File: config.mk
export PLATFORM = sky130hd
export DESIGN_NAME = gcd_requester
export DESIGN_NICKNAME = d
export VERILOG_FILES = /design/src/rtl/gcd_pkg.sv /design/src/rtl/gcd_req_timer.sv /design/src/rtl/gcd_requester.sv
export SDC_FILE = /design/constraint.sdc
export NUM_CORES = 1
export LEC_CHECK = 0
export ABC_AREA = 1
export CORE_UTILIZATION = 31
export CTS_BUF_LIST = sky130_fd_sc_hd__clkbuf_4 sky130_fd_sc_hd__clkbuf_8 sky130_fd_sc_hd__clkbuf_16
export CTS_CLUSTER_DIAMETER = 30
export DETAILED_ROUTE_END_ITERATION = 6
export PLACE_DENSITY_LB_ADDON = 0.2
export SLEW_MARGIN = 40
export SYNTH_ARGS = -nofsm -noshare
export SYNTH_HDL_FRONTEND = slang
export SYNTH_SLANG_ARGS = --single-unit
File: constraint.sdc
create_clock -name clk -period 4.2 [get_ports clk]
set_clock_uncertainty 0.05 [all_clocks]
set_input_delay 0.84 -clock clk [delete_from_list [all_inputs] [get_ports clk]]
set_output_delay 0.84 -clock clk [all_outputs]
set_load 0.02 [all_outputs]
File: src/rtl/gcd_pkg.sv
// Shared definitions for the GCD requester: default widths and the FSM state encoding.
package gcd_pkg;

  localparam int unsigned GCD_W       = 16;
  localparam int unsigned GCD_TIMEOUT = 1024;
  localparam int unsigned OP_COUNT_W  = 16;

  typedef enum logic [2:0] {
    StIdle,
    StLoadA,
    StLoadB,
    StWait,
    StResp
  } gcd_state_e;

endpackage

File: src/rtl/gcd_req_timer.sv
// Clearable up-counter with a terminal-count flag for bounding the wait on the GCD core.
module gcd_req_timer
  import gcd_pkg::*;
#(
  parameter int unsigned TIMEOUT = GCD_TIMEOUT,
  parameter int unsigned CW      = $clog2(TIMEOUT)
) (
  input  logic          clk,
  input  logic          rst,
  input  logic          clr,
  input  logic          en,
  output logic [CW-1:0] count,
  output logic          tc
);

  always_ff @(posedge clk or posedge rst) begin
    if (rst) begin
      count <= '0;
    end else if (clr) begin
      count <= '0;
    end else if (en) begin
      count <= count + 1'b1;
    end
  end

  assign tc = (count == CW'(TIMEOUT - 1));

endmodule

File: src/rtl/gcd_requester.sv
// Host-side initiator for the iterative GCD core: serialises operand loads, waits for done with a
// timeout, short-circuits zero operands and returns the result on a valid/ready channel.
module gcd_requester
  import gcd_pkg::*;
#(
  parameter int unsigned W       = GCD_W,
  parameter int unsigned TIMEOUT = GCD_TIMEOUT
) (
  input  logic                  clk,
  input  logic                  rst,
  input  logic                  in_valid,
  output logic                  in_ready,
  input  logic [W-1:0]          in_a,
  input  logic [W-1:0]          in_b,
  output logic                  core_start,
  output logic [W-1:0]          core_data,
  input  logic                  core_done,
  input  logic [W-1:0]          core_result,
  output logic                  out_valid,
  input  logic                  out_ready,
  output logic [W-1:0]          out_gcd,
  output logic                  out_err,
  output logic [OP_COUNT_W-1:0] op_count
);

  localparam int unsigned CW = $clog2(TIMEOUT);

  if (TIMEOUT < 4) begin : g_bad_timeout
    $error("gcd_requester: TIMEOUT must be at least 4");
  end

  gcd_state_e state_q, state_d;

  logic [W-1:0]          b_q, b_d;
  logic [W-1:0]          core_data_d, out_gcd_d;
  logic                  core_start_d, out_valid_d, out_err_d;
  logic [OP_COUNT_W-1:0] op_count_d;

  logic          tmr_clr, tmr_en, tmr_tc;
  logic [CW-1:0] tmr_count;
  logic          done_seen;

  gcd_req_timer #(
    .TIMEOUT (TIMEOUT),
    .CW      (CW)
  ) u_timer (
    .clk   (clk),
    .rst   (rst),
    .clr   (tmr_clr),
    .en    (tmr_en),
    .count (tmr_count),
    .tc    (tmr_tc)
  );

  // Held low during reset so no pair is accepted until the FSM is live.
  assign in_ready = (state_q == StIdle) && !rst;

  // First WAIT cycle (count 0) may still see done left over from the previous operation.
  assign done_seen = core_done && (tmr_count != '0);

  always_comb begin
    state_d      = state_q;
    b_d          = b_q;
    core_start_d = 1'b0;
    core_data_d  = core_data;
    out_valid_d  = out_valid;
    out_gcd_d    = out_gcd;
    out_err_d    = out_err;
    op_count_d   = op_count;
    tmr_clr      = 1'b0;
    tmr_en       = 1'b0;

    unique case (state_q)
      StIdle: begin
        if (in_valid) begin
          b_d = in_b;
          if ((in_a == '0) || (in_b == '0)) begin
            out_gcd_d   = in_a | in_b;
            out_err_d   = 1'b0;
            out_valid_d = 1'b1;
            state_d     = StResp;
          end else begin
            core_start_d = 1'b1;
            core_data_d  = in_a;
            state_d      = StLoadA;
          end
        end
      end
      StLoadA: begin
        core_data_d = b_q;
        state_d     = StLoadB;
      end
      StLoadB: begin
        tmr_clr = 1'b1;
        state_d = StWait;
      end
      StWait: begin
        tmr_en = 1'b1;
        if (done_seen) begin
          out_gcd_d   = core_result;
          out_err_d   = 1'b0;
          out_valid_d = 1'b1;
          state_d     = StResp;
        end else if (tmr_tc) begin
          out_gcd_d   = '0;
          out_err_d   = 1'b1;
          out_valid_d = 1'b1;
          state_d     = StResp;
        end
      end
      StResp: begin
        if (out_ready) begin
          out_valid_d = 1'b0;
          op_count_d  = op_count + 1'b1;
          state_d     = StIdle;
        end
      end
      default: state_d = StIdle;
    endcase
  end

  always_ff @(posedge clk or posedge rst) begin
    if (rst) begin
      state_q    <= StIdle;
      b_q        <= '0;
      core_start <= 1'b0;
      core_data  <= '0;
      out_valid  <= 1'b0;
      out_gcd    <= '0;
      out_err    <= 1'b0;
      op_count   <= '0;
    end else begin
      state_q    <= state_d;
      b_q        <= b_d;
      core_start <= core_start_d;
      core_data  <= core_data_d;
      out_valid  <= out_valid_d;
      out_gcd    <= out_gcd_d;
      out_err    <= out_err_d;
      op_count   <= op_count_d;
    end
  end

endmodule

==> qor.yml, run 1 <==
worst_path_most_repeated_cell: "sky130_fd_sc_hd__clkdlybuf4s50_1"
placement_row_count: 41
setup_total_negative_slack_ps: 0
fp.dieArea_mm2: 0.01351
placed_wire_length_estimate_after_detailed_placement_um: 8177
cp_data_arrival_time_ps: 2090
cts_hold_repair.buffers: 0
share_of_synthesized_area_spent_on_multiplexers_pct: 6.188
totalPowerFinal_mw: 3.804
synth_top_family_by_area: "simple AND/OR/NAND/NOR gates"
synthAdderAreaFrac_pct: 0.9282
max_freq_mhz: 335.1
cts_repair_resizes: 0
clk_lat_worst_skew_ps: 330
power.density_cell_area_mw_per_mm2: 683.6
ys_ff_latch: 80
cap_viol_max_count: 0
synth_area_leader_cell: "sky130_fd_sc_hd__dfrtp_1"
synth-edff-count: 0
via_count_of_the_first_global_routing_pass: 3439
hold_depth: 2
post-route-min-period_ps: 2984
cp.buffers_inverters: 2
grt_overflow_total: 0
mostFrequentLayoutCell: "sky130_fd_sc_hd__nand2_1"
critical_path_required_ps: 3310
cts-root-to-sink-buffers: 2
yosysUniqueCellTypes: 34
initial_cell_density_of_the_core_pct: 31.91
postSynthNetCount: 530
ys_warn_count: 0
utilization_pct: 43.92
worstPathCellList: "clkdlybuf4s50_1 -> nor3_1 -> clkdlybuf4s50_1"
timing.hold.worst.start: "out_err"
grt_first_pass_wirelength_um: 17770
finalSetupViolCount: 0
slew_headroom_pct: 61.55
insertedDiodeCount: 0
asyncSetResetFlopFracSynth_pct: 100.0
synth_flop_cell: "sky130_fd_sc_hd__dfrtp_1"
yosysSeqAreaShare_pct: 49.50
reg2reg_depth: 8
area_share_of_the_largest_cell_type_after_synthesis_pct: 49.50
antenna_violating_nets_post_route: 0
io_pins: 105
die_h_um: 116.2
finalNetCount: 634
worstSetupStartpointType: "primary input"
finalHoldViolCount: 0
grt_setup_unrepaired: "no"
outcome: "finished, final reports clean"
x_dimension_of_the_die_um: 116.2
post_synth_main_area_contributors: "sky130_fd_sc_hd__dfrtp_1 50%, sky130_fd_sc_hd__nand2_1 11%, sky130_fd_sc_hd__o21ai_0 8.2%"
timing.critical_path.fanout_max: 2
grt_antenna_before_repair: 0
buffer_ports.inserted: 104
synth_xor_xnor_area_share_pct: 3.249
synthesized_instance_count: 474
power.static_leakage_nw: 2.568
criticalPathCategory: "in -> out"
syn_to_final_growth_pct: 37.62
hold_ws_ps: 425.8
worst-slew-pin-transition_ps: 574.8
timing.rr.end: "out_gcd[2]"
worst_hold_path_type: "reg -> reg"
initialDrtViolationCount: 230
max_stage_delay_ps: 630
cts.clk_slew.worst_paths_ps: 60
mappedNetlistArea_mm2: 0.004044
routedWlPerCell_um: 14.58
drt-pass1-iter-count: 4
yosys.area_share.simple_pct: 25.43
layout_common_cells: "121 x sky130_fd_sc_hd__nand2_1, 104 x sky130_fd_sc_hd__clkdlybuf4s50_1, 80 x sky130_fd_sc_hd__dfrtp_1"
crit-reg2reg-launch: "state_q[2]"
post-route-period-util_pct: 71.06
htree_num_levels: 3
design.core.area_mm2: 0.01267
drc: 0
setup.worst_path.end_class: "output port"
final_max_slew_viol_count: 0
flop2flop_setup_slack_ps: 1850
tritoncts_clock_tree: "yes"
root_buffer: "sky130_fd_sc_hd__clkbuf_16"
grt_max_degree: 35
groute.usage.overall_pct: 17.12
clkSinkCount: 80
cts_post_setup_buffers_inserted: 0
synth-compound-area-share_pct: 9.127
drive_above_1_share_pct: 8.935
power.ir.vdd_worst_uv: 298.5
worstHoldEndpoint: "out_err"
post_drt_via_cell_ratio: 4.649
tritoncts.num_buffers: 9
cpLargestDelayFamily: "buffers and inverters"
route.vias.total: 3505
crit_slowest_cell: "sky130_fd_sc_hd__clkdlybuf4s50_1"
finalWeightedCongestion: 0.8218
post_synth.cell_area_avg_um2: 8.531
place_inst: 739
instances_no_fill: 754
drt_wl_total_um: 11000
-- synth_stat cells (4+ instances only) --
cell and n:
sky130_fd_sc_hd__buf_2 7, sky130_fd_sc_hd__clkbuf_1 5, sky130_fd_sc_hd__dfrtp_1 80, sky130_fd_sc_hd__inv_1 35
sky130_fd_sc_hd__mux2_2 8, sky130_fd_sc_hd__mux2i_1 16, sky130_fd_sc_hd__nand2_1 121, sky130_fd_sc_hd__nand2_2 11
sky130_fd_sc_hd__nand3_1 32, sky130_fd_sc_hd__nand4_1 6, sky130_fd_sc_hd__nor2_1 39, sky130_fd_sc_hd__nor3_1 4
sky130_fd_sc_hd__o21ai_0 66, sky130_fd_sc_hd__xnor2_1 6, sky130_fd_sc_hd__xor2_1 9
-- report_power, final --
part	total (mW)	leakage, nW	internal (mW)	switching (mW)
logic	1.71	1.40	0.692	1.02
clock network	0.850	0.152	0.522	0.328
registers	1.24	1.01	1.06	0.182
-- metrics by stage --
| stage | cell area [um2] | setup slack (ps) |
|---|---|---|
| floorplan | 4044 | 1258 |
| global placement | 5246 | 1222 |
| detailed placement | 5246 | 1191 |
| CTS | 5565 | 1192 |
| global route | 5565 | 1176 |
| finish | 5565 | 1216 |
-- worst max-delay path by stage --
stage | from | end | depth (start not counted)
final | rst | in_ready | 3
after global routing | rst | in_ready | 3
after CTS | rst | in_ready | 3
after detailed placement | rst | in_ready | 3
after global placement | rst | in_ready | 3
after floorplan | rst | b_q[0] | 1
-- routing by layer --
layer | vias to the layer above | global-route usage (%) | part of all wire [%]
li1 | 1755 | - | -
met1 | 1651 | 24.65 | 49
met2 | 97 | 26.55 | 46
met3 | 2 | 3.321 | 4.8
met4 | 0 | 3.932 | 0.42
met5 | - | 0 | 0
-- layout make-up --
| cell class | instances | area, um2 |
|---|---|---|
| fill | 1262 | 7106 |
| sequential | 80 | 2002 |
| multi-input combinational | 341 | 1817 |
| timing repair buffer | 107 | 1064 |
| clock buffer | 9 | 225.2 |
| tap | 172 | 215.2 |
| inverter | 39 | 148.9 |
| clock inverter | 6 | 93.84 |
-- worst min-delay path: cells and delay by family (launching register included) --
| family | cells | cell delay [ps] |
|---|---|---|
| and+or+nand+nor | 2 | 100 |
| DFF | 1 | 340 |
-- state kept, by name (all words and copies together) (netlist names) --
register,count
core_start,1
out_valid,1
out_gcd,16
b_q,16
u_timer.count,10
out_err,1
state_q,3
op_count,16
core_data,16
-- kinds of logic after synthesis --
group	after synthesis
AO/OA/AOI/OAI	72
XOR/XNOR	15
adder cells (fa/ha/maj)	3
buffers and inverters	53
flip-flops	80
multiplexers	24
AND/OR/NAND/NOR	227
No activity file was read; power rests on OpenSTA's default activity.
==> run 2, diff against run 1 <==
clock period = 2.6 ns   (was 4.2 ns; I/O delays follow)
==> run 2 against run 1 <==
Effect of this change:
- non-clock buffer count increased by 2
- die area stayed put
- critical path depth stayed put
- sequential cell count did not move
- final area increased by 0.74%
- clock power up 60%
- hold slack worse by 4.1 ps
- via count grew 0.46%
- utilization grew 0.33 points
- worst setup slack worse by 980 ps
- combinational power up 65%
- first-iteration DRC count increased by 2.2%
- critical endpoint unchanged
- largest power group unchanged
==> qor.yml, run 2 (synthesized netlist as in run 1, its figures left out) <==
outcome: "finished, final reports clean"
criticalPathCategory: "in -> out"
finalSetupViolCount: 0  # unchanged
drive_above_1_share_pct: 9.402  # +0.47 points
syn_to_final_growth_pct: 38.64
io_pins: 105  # unchanged
initialDrtViolationCount: 235  # +2.2%
final_max_slew_viol_count: 0  # unchanged
place_inst: 741  # +0.27%
clkSinkCount: 80  # unchanged
finalWeightedCongestion: 0.8075  # -1.7%
slew_headroom_pct: 63.06  # +1.5 points
critical_path_required_ps: 2030  # -1280 ps
fp.dieArea_mm2: 0.01351  # unchanged
drt-pass1-iter-count: 5  # +1
dp_slack_ps: 232.6  # -958.7 ps
worst-slew-pin-transition_ps: 552.1  # -22.63 ps
post-route-period-util_pct: 90.76
drt_wl_total_um: 10940  # -0.50%
placement_row_count: 41  # unchanged
power.static_leakage_nw: 2.592  # +0.94%
final.setup.worst_slack_ps: 240.2  # -975.3 ps
timing.critical_path.fanout_max: 2  # unchanged
worstSetupStartpointType: "primary input"
cp_data_arrival_time_ps: 1790  # -300 ps
tritoncts.num_buffers: 9  # unchanged
design.core.area_mm2: 0.01267  # unchanged
mostFrequentLayoutCell: "sky130_fd_sc_hd__nand2_1"
initial_cell_density_of_the_core_pct: 31.91  # unchanged
worst_hold_path_type: "reg -> reg"
buffer_ports.inserted: 104  # unchanged
totalPowerFinal_mw: 6.191  # +63%
insertedDiodeCount: 0  # unchanged
cts_hold_repair.buffers: 0  # unchanged
grt_setup_unrepaired: "no"
grt_antenna_before_repair: 0  # unchanged
setup_total_negative_slack_ps: 0  # unchanged
finalNetCount: 636  # +0.32%
routedWlPerCell_um: 14.45  # -0.89%
grt_first_pass_wirelength_um: 17550  # -1.2%
clk_lat_worst_skew_ps: 340  # about the same
finalHoldViolCount: 0  # unchanged
nFillCells: 1287  # +2.0%
tritoncts_clock_tree: "yes"
instances_no_fill: 757  # +0.40%
grt_overflow_total: 0  # unchanged
cts_post_setup_buffers_inserted: 0  # unchanged
cts-root-to-sink-buffers: 2  # unchanged
max_freq_mhz: 423.8
cap_viol_max_count: 0  # unchanged
cts.clk_slew.worst_paths_ps: 60  # about the same
power.ir.vdd_worst_uv: 572.9  # +92%
htree_num_levels: 3  # unchanged
grt_max_degree: 81  # +130%
root_buffer: "sky130_fd_sc_hd__clkbuf_16"
post-route-min-period_ps: 2360
antenna_violating_nets_post_route: 0  # unchanged
setup.worst_path.end_class: "output port"
drc: 0  # unchanged
die_h_um: 116.2  # unchanged
via_count_of_the_first_global_routing_pass: 3463  # +0.70%
layout_common_cells: "121 x sky130_fd_sc_hd__nand2_1, 104 x sky130_fd_sc_hd__clkdlybuf4s50_1, 80 x sky130_fd_sc_hd__dfrtp_1"
route.vias.total: 3521  # +0.46%
cts_repair_resizes: 0  # unchanged
x_dimension_of_the_die_um: 116.2  # unchanged
placed_wire_length_estimate_after_detailed_placement_um: 8117  # -0.74%
power.density_cell_area_mw_per_mm2: 1104  # +62%
groute.usage.overall_pct: 17.37  # +0.26 points
post_drt_via_cell_ratio: 4.651  # about the same
==> run 2: final cells by class <==
class / instances / area (um2) / share of cell area (%)
tap: 172 / 215.2 / 3.838
inverter: 39 / 152.6 / 2.723
clock buffer: 10 / 232.7 / 4.151
timing repair buffer: 109 / 1104 / 19.68
multi-input combinational: 341 / 1817 / 32.40
sequential: 80 / 2002 / 35.71
clock inverter: 6 / 83.83 / 1.495
==> run 2: where the power goes <==
group	total, mW	internal, mW	leakage (nW)	switching, mW
combinational	2.83	1.17	1.42	1.66
sequential	2.01	1.71	1.01	0.293
clock	1.36	0.848	0.160	0.508
==> run 2: worst paths after layout <==
| path | startpoint | endpoint | slack, ps | cells past startpoint |
|---|---|---|---|---|
| max reg2reg | u_timer.count[0] | out_gcd[12] | 760 | 10 |
| max in group asynchronous | rst | out_gcd[14] | 1540 | 3 |
| min reg2reg | out_gcd[1] | out_gcd[1] | 420 | 2 |
| max | rst | in_ready | 240 | 3 |
| min | out_gcd[1] | out_gcd[1] | 420 | 2 |
| min in group asynchronous | rst | op_count[2] | 630 | 3 |
==> run 2: routing by layer <==
metal  track usage, %  vias to the layer above  share of wire (%)
met5                0                        -                  0
met4            7.094                        0                1.8
met3            4.307                       15                5.7
met2            25.75                      103                 44
met1            24.21                     1643                 48
li1                 -                     1760                  -
==> run 2: per-stage QoR <==
stage	util [%]	cell area, um2	hold WS (ps)
4_1_cts	44.25	5607	427.8
5_1_grt	44.25	5607	447.2
3_3_place_gp	41.75	5290	404.8
2_1_floorplan	-	4048	402.3
3_5_place_dp	41.75	5290	410.5
6_report	44.25	5607	421.7
==> run 2: critical path: stages <==
cell                              delay [ps]
sky130_fd_sc_hd__clkdlybuf4s50_1         460
sky130_fd_sc_hd__nor3_1                  180
sky130_fd_sc_hd__clkdlybuf4s50_1         620
==> run 3, diff against run 2 <==
RECOVER_POWER = 100   (was unset)
==> run 3 against run 2 <==
Effect of this change:
- sequential power about the same
- final area fell by 1.3%
- sequential cell count is the same
- power down 3.5%
- fmax shrank 0.80%
- die area is the same
==> qor.yml, run 3 (synthesized netlist as in run 1, its figures left out) <==
outcome: "finished, final reports clean"
x_dimension_of_the_die_um: 116.2  # unchanged
criticalPathCategory: "reg -> out"
grt_overflow_total: 0  # unchanged
worst-slew-pin-transition_ps: 1095  # +542.4 ps
drc: 0  # unchanged
post_drt_via_cell_ratio: 4.670  # +0.40%
worst_hold_path_type: "reg -> reg"
dpl-instance-area_mm2: 0.005290  # unchanged
clk_lat_worst_skew_ps: 340  # about the same
power.ir.vdd_worst_uv: 550.2  # -4.0%
root_buffer: "sky130_fd_sc_hd__clkbuf_16"
via_count_of_the_first_global_routing_pass: 3463  # unchanged
instances_no_fill: 757  # unchanged
power.combinational.fraction_pct: 44.1  # -1.6 points
p_sw_mw: 2.405  # -2.2%
grt_max_degree: 81  # unchanged
routedWlPerCell_um: 14.42  # -0.21%
cell_internal_pwr_mw: 3.572  # -4.3%
drive_above_1_share_pct: 6.838  # -2.6 points
drt-pass1-iter-count: 4  # -1
worstSetupStartpointType: "flop"
max_freq_mhz: 420.4  # -0.80%
max_stage_delay_ps: 630  # about the same
reg2reg_depth: 8  # -2
layout_common_cells: "126 x sky130_fd_sc_hd__nand2_1, 80 x sky130_fd_sc_hd__dfrtp_1, 66 x sky130_fd_sc_hd__o21ai_0"
grt_setup_unrepaired: "no"
setup_total_negative_slack_ps: 0  # unchanged
io_pins: 105  # unchanged
nFillCells: 1298  # +0.85%
crit_slowest_cell: "sky130_fd_sc_hd__clkdlybuf4s50_1"
tritoncts.num_buffers: 9  # unchanged
antenna_violating_nets_post_route: 0  # unchanged
post-route-min-period_ps: 2379  # +19.08 ps
die_h_um: 116.2  # unchanged
clkSinkCount: 80  # unchanged
worstSetupPathDepth: 4  # +1
cts-root-to-sink-buffers: 2  # unchanged
worstPathCellList: "inv_1 -> nand2_1 -> nor3_1 -> clkdlybuf4s50_1"
setup.worst_path.end_class: "output port"
drt_wl_total_um: 10920  # -0.21%
cts_repair_resizes: 0  # unchanged
cts.clk_slew.worst_paths_ps: 60  # about the same
grt_antenna_before_repair: 0  # unchanged
insertedDiodeCount: 0  # unchanged
register_share_of_total_power_pct: 33.3  # +0.9 points
post-route-period-util_pct: 91.49  # +0.73 points
mostFrequentLayoutCell: "sky130_fd_sc_hd__nand2_1"
route.vias.total: 3535  # +0.40%
cts_hold_repair.buffers: 0  # unchanged
placement_row_count: 41  # unchanged
cp_data_arrival_time_ps: 1810  # +20 ps
htree_num_levels: 3  # unchanged
initialDrtViolationCount: 230  # -2.1%
tritoncts_clock_tree: "yes"
fp.dieArea_mm2: 0.01351  # unchanged
power.static_leakage_nw: 2.655  # +2.4%
utilization_pct: 43.68  # -0.57 points
place_inst: 741  # unchanged
finalNetCount: 636  # unchanged
finalSetupViolCount: 0  # unchanged
share_clk_of_total_power_pct: 22.6  # +0.7 points
hold_depth: 2  # unchanged
cp.buffers_inverters: 2  # unchanged
slew_headroom_pct: 27.03  # -36 points
groute.usage.overall_pct: 17.37  # unchanged
final_max_slew_viol_count: 0  # unchanged
swShare_pct: 40.24  # +0.52 points
grt_first_pass_wirelength_um: 17550  # unchanged
final_design_area_no_fill_mm2: 0.005534  # -1.3%
initial_cell_density_of_the_core_pct: 31.91  # unchanged
design.core.area_mm2: 0.01267  # unchanged
timing.critical_path.fanout_max: 5  # +3
cts_post_setup_buffers_inserted: 0  # unchanged
finalWeightedCongestion: 0.8075  # unchanged
placed_wire_length_estimate_after_detailed_placement_um: 8117  # unchanged
power.density_cell_area_mw_per_mm2: 1080  # -2.2%
syn_to_final_growth_pct: 36.85
critical_path_required_ps: 2030  # about the same
cpLargestDelayFamily: "buffers and inverters"
finalHoldViolCount: 0  # unchanged
cap_viol_max_count: 0  # unchanged
buffer_ports.inserted: 104  # unchanged
run 3: changes by cell type in the layout (fill, tap and decap cells not counted), moves of 2 or more:
cell,previous run,this run
sky130_fd_sc_hd__buf_12,2,0
sky130_fd_sc_hd__clkdlybuf4s50_1,104,51
sky130_fd_sc_hd__dlygate4sd3_1,0,53
sky130_fd_sc_hd__inv_1,34,37
sky130_fd_sc_hd__inv_2,3,0
sky130_fd_sc_hd__nand2_1,121,126
sky130_fd_sc_hd__nand2_2,11,6
sky130_fd_sc_hd__nor2_1,39,42
sky130_fd_sc_hd__nor2_2,3,0
sky130_fd_sc_hd__nor3_1,4,6
run 3: worst reg2reg max path, stage by stage, from the launching register on:
cell and delay, ps:
sky130_fd_sc_hd__dfrtp_1 410, sky130_fd_sc_hd__inv_1 90, sky130_fd_sc_hd__nand2_1 200, sky130_fd_sc_hd__nor2_4 50
sky130_fd_sc_hd__inv_1 480, sky130_fd_sc_hd__nand2_1 410, sky130_fd_sc_hd__buf_4 300, sky130_fd_sc_hd__nand3_1 90
sky130_fd_sc_hd__nand2_1 60
run 3: path summary, 6_finish.rpt:
path	from	end	slack, ps
max	state_q[0]	in_ready	220
min	out_gcd[1]	out_gcd[1]	420
max reg2reg	state_q[2]	out_gcd[12]	360
min reg2reg	out_gcd[1]	out_gcd[1]	420
max in group asynchronous	rst	b_q[14]	900
min in group asynchronous	rst	state_q[1]	920
run 3: cell type report:
| class | instances | area (um2) | area share [%] |
|---|---|---|---|
| timing repair buffer | 109 | 1072 | 19.38 |
| multi-input combinational | 341 | 1775 | 32.08 |
| inverter | 39 | 152.6 | 2.758 |
| sequential | 80 | 2002 | 36.17 |
| tap | 172 | 215.2 | 3.889 |
| clock inverter | 6 | 83.83 | 1.515 |
| clock buffer | 10 | 232.7 | 4.205 |
run 3: metal layers:
layer	global-route usage (%)	share of wire (%)	vias up
li1	-	-	1760
met1	24.21	47	1652
met2	25.75	45	110
met3	4.307	6.0	13
met4	7.094	1.8	0
met5	0	0	-
run 3: power groups by stage:
stage / clock (mW) / combinational (mW) / sequential, mW
floorplan: 0 / 1.42 / 2.32
global placement: 0 / 2.81 / 2.02
detailed placement: 0 / 2.85 / 2.02
CTS: 1.38 / 2.86 / 2.01
global route: 1.44 / 2.95 / 2.06
finish: 1.35 / 2.64 / 1.99
run 3: per-stage QoR:
step                      total power [mW]  hold WS, ps  setup WS, ps
after floorplan                      3.738        402.3         970.7
after global routing                 6.438        442.6         118.2
final                                5.977        416.1         221.2
after CTS                            6.253        427.8         232.6
after global placement               4.823        404.8         244.6
after detailed placement             4.868        410.5         232.6
